<file path="config.mk">
export PLATFORM = sky130hd
export DESIGN_NAME = ram_scan
export DESIGN_NICKNAME = d
export VERILOG_FILES = /design/src/rtl/c64_pkg.sv /design/src/rtl/scan_fifo.sv /design/src/rtl/ram_scan.sv
export SDC_FILE = /design/constraint.sdc
export NUM_CORES = 1
export LEC_CHECK = 0
export ABC_AREA = 1
export ABC_CLOCK_PERIOD_IN_PS = 7900
export BUFFER_PORTS_ARGS = -buffer_cell sky130_fd_sc_hd__buf_2
export CORE_MARGIN = 2
export CORE_UTILIZATION = 55
export DETAILED_ROUTE_END_ITERATION = 10
export PLACE_DENSITY = 0.78
export SLEW_MARGIN = 5
export SYNTH_ARGS = -nofsm -noshare
export SYNTH_HDL_FRONTEND = slang
export SYNTH_SLANG_ARGS = --single-unit
</file>
<file path="constraint.sdc">
create_clock -name clk -period 7.9 [get_ports clk]
set_input_delay 1.975 -clock clk [delete_from_list [all_inputs] [get_ports clk]]
set_output_delay 1.975 -clock clk [all_outputs]
set_load 0.01 [all_outputs]
</file>
<file path="src/rtl/c64_pkg.sv">
// Shared c64 definitions: scan FSM encoding and the reset-fill data pattern,
// used by both the RAM scanner and the reset-fill RAM wrapper.
package c64_pkg;

    typedef enum logic [1:0] {
        S_IDLE  = 2'd0,
        S_SCAN  = 2'd1,
        S_DRAIN = 2'd2
    } scan_state_t;

    // Word the reset-fill RAM writes: all-ones-low-bits (width-1) when address bit 2 is set.
    function automatic logic [31:0] fill_pattern(input logic addr_bit2, input int unsigned data_width);
        return addr_bit2 ? 32'(data_width - 1) : 32'd0;
    endfunction

endpackage

</file>
<file path="src/rtl/scan_fifo.sv">
// Two-entry {addr, data} output buffer for the RAM scanner; head is always
// presented, count tells the owner how full it is.
module scan_fifo #(
    parameter int WIDTH = 24
) (
    input  logic             clk,
    input  logic             reset,
    input  logic             push,
    input  logic [WIDTH-1:0] push_data,
    input  logic             pop,
    output logic [WIDTH-1:0] head,
    output logic [1:0]       count
);

    logic [WIDTH-1:0] mem [2];
    logic             wr_idx;
    logic             rd_idx;

    always_ff @(posedge clk) begin
        if (reset) begin
            mem[0] <= '0;
            mem[1] <= '0;
            wr_idx <= 1'b0;
            rd_idx <= 1'b0;
            count  <= 2'd0;
        end else begin
            if (push) begin
                mem[wr_idx] <= push_data;
                wr_idx      <= ~wr_idx;
            end
            if (pop)
                rd_idx <= ~rd_idx;
            count <= count + {1'b0, push} - {1'b0, pop};
        end
    end

    assign head = mem[rd_idx];

endmodule

</file>
<file path="src/rtl/ram_scan.sv">
// Sequential RAM reader: streams an inclusive, wrapping address range out through
// a valid/ready port and optionally counts words that differ from the fill pattern.
module ram_scan
    import c64_pkg::*;
#(
    parameter int ADDR_WIDTH = 16,
    parameter int DATA_WIDTH = 8
) (
    input  logic                  clk,
    input  logic                  reset,
    input  logic                  start,
    input  logic [ADDR_WIDTH-1:0] start_addr,
    input  logic [ADDR_WIDTH-1:0] end_addr,
    input  logic                  check_en,
    output logic [ADDR_WIDTH-1:0] mem_a,
    output logic                  mem_en,
    input  logic [DATA_WIDTH-1:0] mem_do,
    output logic                  out_valid,
    input  logic                  out_ready,
    output logic [DATA_WIDTH-1:0] out_data,
    output logic [ADDR_WIDTH-1:0] out_addr,
    output logic                  busy,
    output logic                  done,
    output logic [15:0]           err_count
);

    scan_state_t           state;
    logic [ADDR_WIDTH-1:0] rd_ptr;
    logic [ADDR_WIDTH-1:0] end_ptr;
    logic [ADDR_WIDTH-1:0] pend_addr;
    logic                  rd_pend;
    logic                  chk;
    logic [1:0]            fifo_count;
    logic [1:0]            free;
    logic                  pop;
    logic [ADDR_WIDTH+DATA_WIDTH-1:0] head;
    logic [DATA_WIDTH-1:0] expect_data;

    assign out_addr  = head[ADDR_WIDTH+DATA_WIDTH-1:DATA_WIDTH];
    assign out_data  = head[DATA_WIDTH-1:0];
    assign out_valid = (fifo_count != 2'd0);
    assign pop       = out_valid && out_ready;

    // A slot being popped this cycle counts as free, which is what lets the
    // one-cycle read latency sustain one word per cycle.
    assign free   = 2'd2 - fifo_count + {1'b0, pop};
    assign mem_en = (state == S_SCAN) && (free > {1'b0, rd_pend});
    assign mem_a  = rd_ptr;

    assign expect_data = DATA_WIDTH'(fill_pattern(out_addr[2], DATA_WIDTH));

    scan_fifo #(
        .WIDTH(ADDR_WIDTH + DATA_WIDTH)
    ) u_fifo (
        .clk      (clk),
        .reset    (reset),
        .push     (rd_pend),
        .push_data({pend_addr, mem_do}),
        .pop      (pop),
        .head     (head),
        .count    (fifo_count)
    );

    always_ff @(posedge clk) begin
        done <= 1'b0;
        if (reset) begin
            state     <= S_IDLE;
            rd_ptr    <= '0;
            end_ptr   <= '0;
            pend_addr <= '0;
            rd_pend   <= 1'b0;
            chk       <= 1'b0;
            busy      <= 1'b0;
            err_count <= '0;
        end else begin
            rd_pend <= mem_en;
            if (mem_en)
                pend_addr <= rd_ptr;

            if (pop && chk && (out_data != expect_data) && (err_count != 16'hFFFF))
                err_count <= err_count + 16'd1;

            case (state)
                S_IDLE: begin
                    if (start) begin
                        state     <= S_SCAN;
                        rd_ptr    <= start_addr;
                        end_ptr   <= end_addr;
                        chk       <= check_en;
                        busy      <= 1'b1;
                        err_count <= '0;
                    end
                end
                S_SCAN: begin
                    // Pointer parks on the last address so mem_a holds it afterwards.
                    if (mem_en) begin
                        if (rd_ptr == end_ptr)
                            state <= S_DRAIN;
                        else
                            rd_ptr <= rd_ptr + 1'b1;
                    end
                end
                S_DRAIN: begin
                    if (!rd_pend && pop && (fifo_count == 2'd1)) begin
                        state <= S_IDLE;
                        busy  <= 1'b0;
                        done  <= 1'b1;
                    end
                end
                default: state <= S_IDLE;
            endcase
        end
    end

endmodule

</file>
# Word-level counts from Yosys, hierarchy flattened
# Memories as Yosys holds them, arrays and structs flattened. A register that Yosys moved wholly into a read port is not among the register bits.
# Cells that the tools add are included.
# word_totals
wordCells	79
input_bits	45
memories	1
mem_bits_ro	0
mem_bits_rw	48
reg_bits	74
out_inout_bits	60
latch_bits	0
# op_classes
eq_ne	11
n_div	0
n_mux	27
multipliers	0
reduce_logical	18
magnitude_cmp	1
shift	0
bitwise	3
addsub	6
# memory_table
memory	depth	width	read_ports	rd_clocked_by_memory_dff	wr	line	source
u_fifo.mem	2	24	1	1	2	scan_fifo.sv:15	logic [WIDTH-1:0] mem [2];
# op_table
cell	count
$mux 16	6
$add 16x1->16 const B	2
$pmux 16 s2	1
$mux 24	1
$reduce_or 24->1	1
$eq 16x16->1	1
$ne 16x16->1 const B	1
$mux 1	12
$mux 2	4
$ne 2x2->1 const B	4
$ne 8x3->1	1
$reduce_and 4->1	2
$logic_and 1x1->1	7
$pmux 2 s3	1
$reduce_bool 2->1	3
$add 2x1->2	2
$eq 2x1->1 const B	2
$mux 3	1
$not 1->1	3
$reduce_and 3->1	1
$eq 2x2->1 const B	1
$gt 2x1->1	1
$logic_not 2->1	1
$ne 2x1->1 const B	1
other kinds (6)	6

# Depth between registers and ports, before layout
# logic_depth
word_depth	8
depth_mapped	15
mapped_depth_nobuf	14

# Hierarchy
# Synthesis repeated with hierarchy kept, for this count alone.
# hier_totals
cells_unflattened	771
area_unflattened_um2	6179.7
# by_module_without_submodules
module	n_inst	seq_area_each_um2	area_per_inst_um2	cells_each
ram_scan	1	1401.3	3813.7	589
scan_fifo	1	1541.5	2366.0	182

# Least setup slack after synthesis
# No wires, ideal clock.
# synth_path
path_kind	input to output
startpoint	input port out_ready
endpoint	output port mem_en
required_time_ns	5.925
cell_stages	10
path_slack_ns	2.508
t_arrival_ns	3.417
path_buffers	1
cell_sequence	nand2_1 -> inv_1 -> ha_1 -> inv_1 -> ha_1 -> inv_1 -> o21ai_0 -> nand2_1 -> clkbuf_1 -> inv_1
# synth_via
elab_chain_len	4
# synth_rtl
item	line	source
start: declaration	ram_scan.sv:19	input logic out_ready,
$logic_and 1x1->1	ram_scan.sv:42	assign pop = out_valid && out_ready;
via pop	ram_scan.sv:35	logic pop;
$add 2x1->2	ram_scan.sv:46	assign free = 2'd2 - fifo_count + {1'b0, pop};
$gt 2x1->1	ram_scan.sv:47	assign mem_en = (state == S_SCAN) && (free > {1'b0, rd_pend});
$logic_and 1x1->1	ram_scan.sv:47	
end: declaration	ram_scan.sv:16	output logic mem_en,
# The timed path passes the listed nets, and every way through them passes these cells.

# Final worst setup path
# Ends and elaborated chain as after synthesis.

==> results.sh <==
export IMPL_setup_tns_ns=0
export IMPL_wl_per_cell_um=12.54
export IMPL_synth_avg_cell_area_um2=7.103
export IMPL_rsz0062_at_grt="false"
export IMPL_start_kind="primary input"
export IMPL_grtUsageTotal_pct=24.41
export IMPL_crit_path_max_incr_delay_ns=0.31
export IMPL_arrival_ns=3.63
export IMPL_final_util_pct=67.61
export IMPL_yosysUniqueCellTypes=32
export IMPL_fin_crit_ns=5.603
export IMPL_nets=1014
export IMPL_rr_worst_depth=15
export IMPL_post_cts_buffers=0
export IMPL_h_tree_depth=4
export IMPL_ctsRootBufferMaster="clkbuf_8"
export IMPL_gp_congestion=0.9090
export IMPL_die_y_um=109.6
export IMPL_drive_gt1_share_pct=15.68
export IMPL_slowest_stage="ha_1"
export IMPL_yosys_warnings=0
export IMPL_synth_fp_nets=915
export IMPL_peakVddDrop_v=0.0002002
export IMPL_holdBufCountCts=0
export IMPL_cts_inserted_buffers=17
export IMPL_grt_pass1_vias=4911
export IMPL_path_class="in -> out"
export IMPL_coreArea_um2=10840
export IMPL_grt_pass1_wl_mm=22.74
export IMPL_multi_input_area_um2=2633
export IMPL_cap_viol_max_count=0
export IMPL_row_count=38
export IMPL_clock_latency_ns=0.52
export IMPL_ys_seq_elements=123
export IMPL_dpl_hpwl_mm=9.540
export IMPL_crit_path_frequent_cell="inv_1"
export IMPL_pre_cts_slack_ns=2.300
export IMPL_crit_path_cell_trace="buf_2, nand2_1, inv_1, ha_1, inv_1, ha_1, inv_1, o21ai_0, nand2_1, buf_4, inv_1, buf_2"
export IMPL_antenna_found_initial=0
export IMPL_seq_area_um2=2943
export IMPL_die_area_um2=12020
export IMPL_finalNonFillerCells=1116
export IMPL_tightest_slew_ns=1.016
export IMPL_syn_to_final_growth_pct=19.43
export IMPL_yosysTopAreaCellShare_pct=24.46
export IMPL_grt_max_degree=43
export IMPL_first_iter_violations=397
export IMPL_endpoint_kind="primary output"
export IMPL_crit_fanout=35
export IMPL_required_ns=5.93
export IMPL_fillers=941
export IMPL_setup_viol=0
export IMPL_whs_path_depth=1
export IMPL_port_buffers=104
export IMPL_synth_top_cell_by_area="dfxtp_1"
export IMPL_drv_slew=0
export IMPL_power_density_nw_per_um2=277.3
export IMPL_post_route_drc_count=0
export IMPL_timing_hold_ws_ns=0.4647
export IMPL_final_common_cell="nand2_1"
export IMPL_cts_tree="yes"
export IMPL_synth_area_top_cells="dfxtp_1 (24%), edfxtp_1 (23%), nand2_1 (17%), nor2_1 (8.4%), inv_1 (6.3%)"
export IMPL_placed_cells=1084
export IMPL_initial_core_util_pct=56.61
export IMPL_slew_headroom_pct=32.09
export IMPL_cts_sinks=123
export IMPL_cts_buffer_depth=2
export IMPL_die_w_um=109.6
export IMPL_hp_class="reg -> reg"
export IMPL_syn_area_um2=6137
export IMPL_fmax_mhz=178.5
export IMPL_antenna_cells=0
export IMPL_skew_ns=0.009762
export IMPL_grt_overflow=0
export IMPL_hold_viol=0
export IMPL_fin_crit_sh_pct=70.92
export IMPL_finalWorstSetupSlack_ns=2.297
export IMPL_syn_inst=864
export IMPL_via_per_inst=4.975
export IMPL_ys_seq_area_share_pct=47.95
export IMPL_vias=5552
export IMPL_cts_resized=0
export IMPL_dr_pass1_iters=5
export IMPL_boundaryPins=105
export IMPL_clk_pin_slew_ns=0.06
export IMPL_final_cell_mix="nand2_1 (275), nor2_1 (138), buf_2 (104)"
export IMPL_routed_wl_mm=14.00
export IMPL_p_leak_uw=0.003429
export IMPL_ant_nets=0
export IMPL_outcome="complete, no violations"
==> critical path, delay by kind of cell <==
kind | cells | cell delay, ns
buffers and inverters | 7 | 0.69
adder cells (fa/ha/maj) | 2 | 0.57
AO/OA/AOI/OAI | 1 | 0.20
AND/OR/NAND/NOR | 2 | 0.17
==> cell type report <==
class | count | area share, %
Clock inverter | 15 | 2.544
Clock buffer | 17 | 5.650
Multi-Input combinational cell | 602 | 35.92
Inverter | 108 | 5.531
Tap cell | 140 | 2.390
Sequential cell | 123 | 40.15
Timing Repair Buffer | 111 | 7.818
==> logic make-up (layout without fill, tap and decap cells) <==
logic type	Yosys count	in the layout	share of synthesized area, %
and+or+nand+nor	474	474	30.81
xor gates and xnor gates	11	11	1.570
AOI/OAI and AO/OA	111	111	9.297
DFF	123	123	47.95
buffers and inverters	139	251	9.154
adders and majority gates	6	6	1.223
==> path summary, 6_finish.rpt <==
| path | start | end | slack (ns) |
|---|---|---|---|
| max | out_ready | mem_en | 2.30 |
| min | u_fifo.rd_idx$_SDFFE_PP0P_ | u_fifo.rd_idx$_SDFFE_PP0P_ | 0.46 |
| max reg2reg | u_fifo.count[1]$_SDFF_PP0_ | mem_a[1]$_SDFFE_PP0P_ | 4.85 |
| min reg2reg | u_fifo.rd_idx$_SDFFE_PP0P_ | u_fifo.rd_idx$_SDFFE_PP0P_ | 0.46 |
==> cells in the mapped netlist, drive strengths merged <==
master  instances
edfxtp         48
nor3            4
o21ai          54
clkbuf         21
a21oi          51
or2             1
buf            10
nand3b          2
xnor2           3
o31ai           4
xor2            8
nand4           7
o22ai           1
ha              6
nand2         277
a41oi           1
inv           106
nor2          142
clkinv          2
nor4            1
dfxtp          75
and2            1
nand3          39
==> layer usage <==
layer	GRT usage (%)	vias to the layer above	routed length, um
met3	4.683	15	739
met5	0	-	0
met2	38.93	162	6733
met4	9.042	0	173
li1	-	2921	-
met1	33.09	2454	6348
==> power by group <==
group	internal (uW)	switching, uW	total (uW)
Clock	486	300	786
Combinational	155	300	455
Sequential	734	57.4	791
Total	1370	658	2030
==> metrics by stage <==
step                power (uW)  area, um2
finish                    2032       7330
global route              2145       7330
CTS                       2039       7330
detailed placement        1256       6729
global placement          1243       6729
floorplan                 1121       6137
==> state kept, by name, summed over array words and instances, names as in the netlist, named ones only <==
name           cells
done               1
u_fifo.count       2
rd_pend            1
end_ptr           16
pend_addr         16
state              2
u_fifo.rd_idx      1
err_count         16
chk                1
busy               1
u_fifo.wr_idx      1
u_fifo.mem        48
mem_a             16
Power figures use the tool's default switching activity.
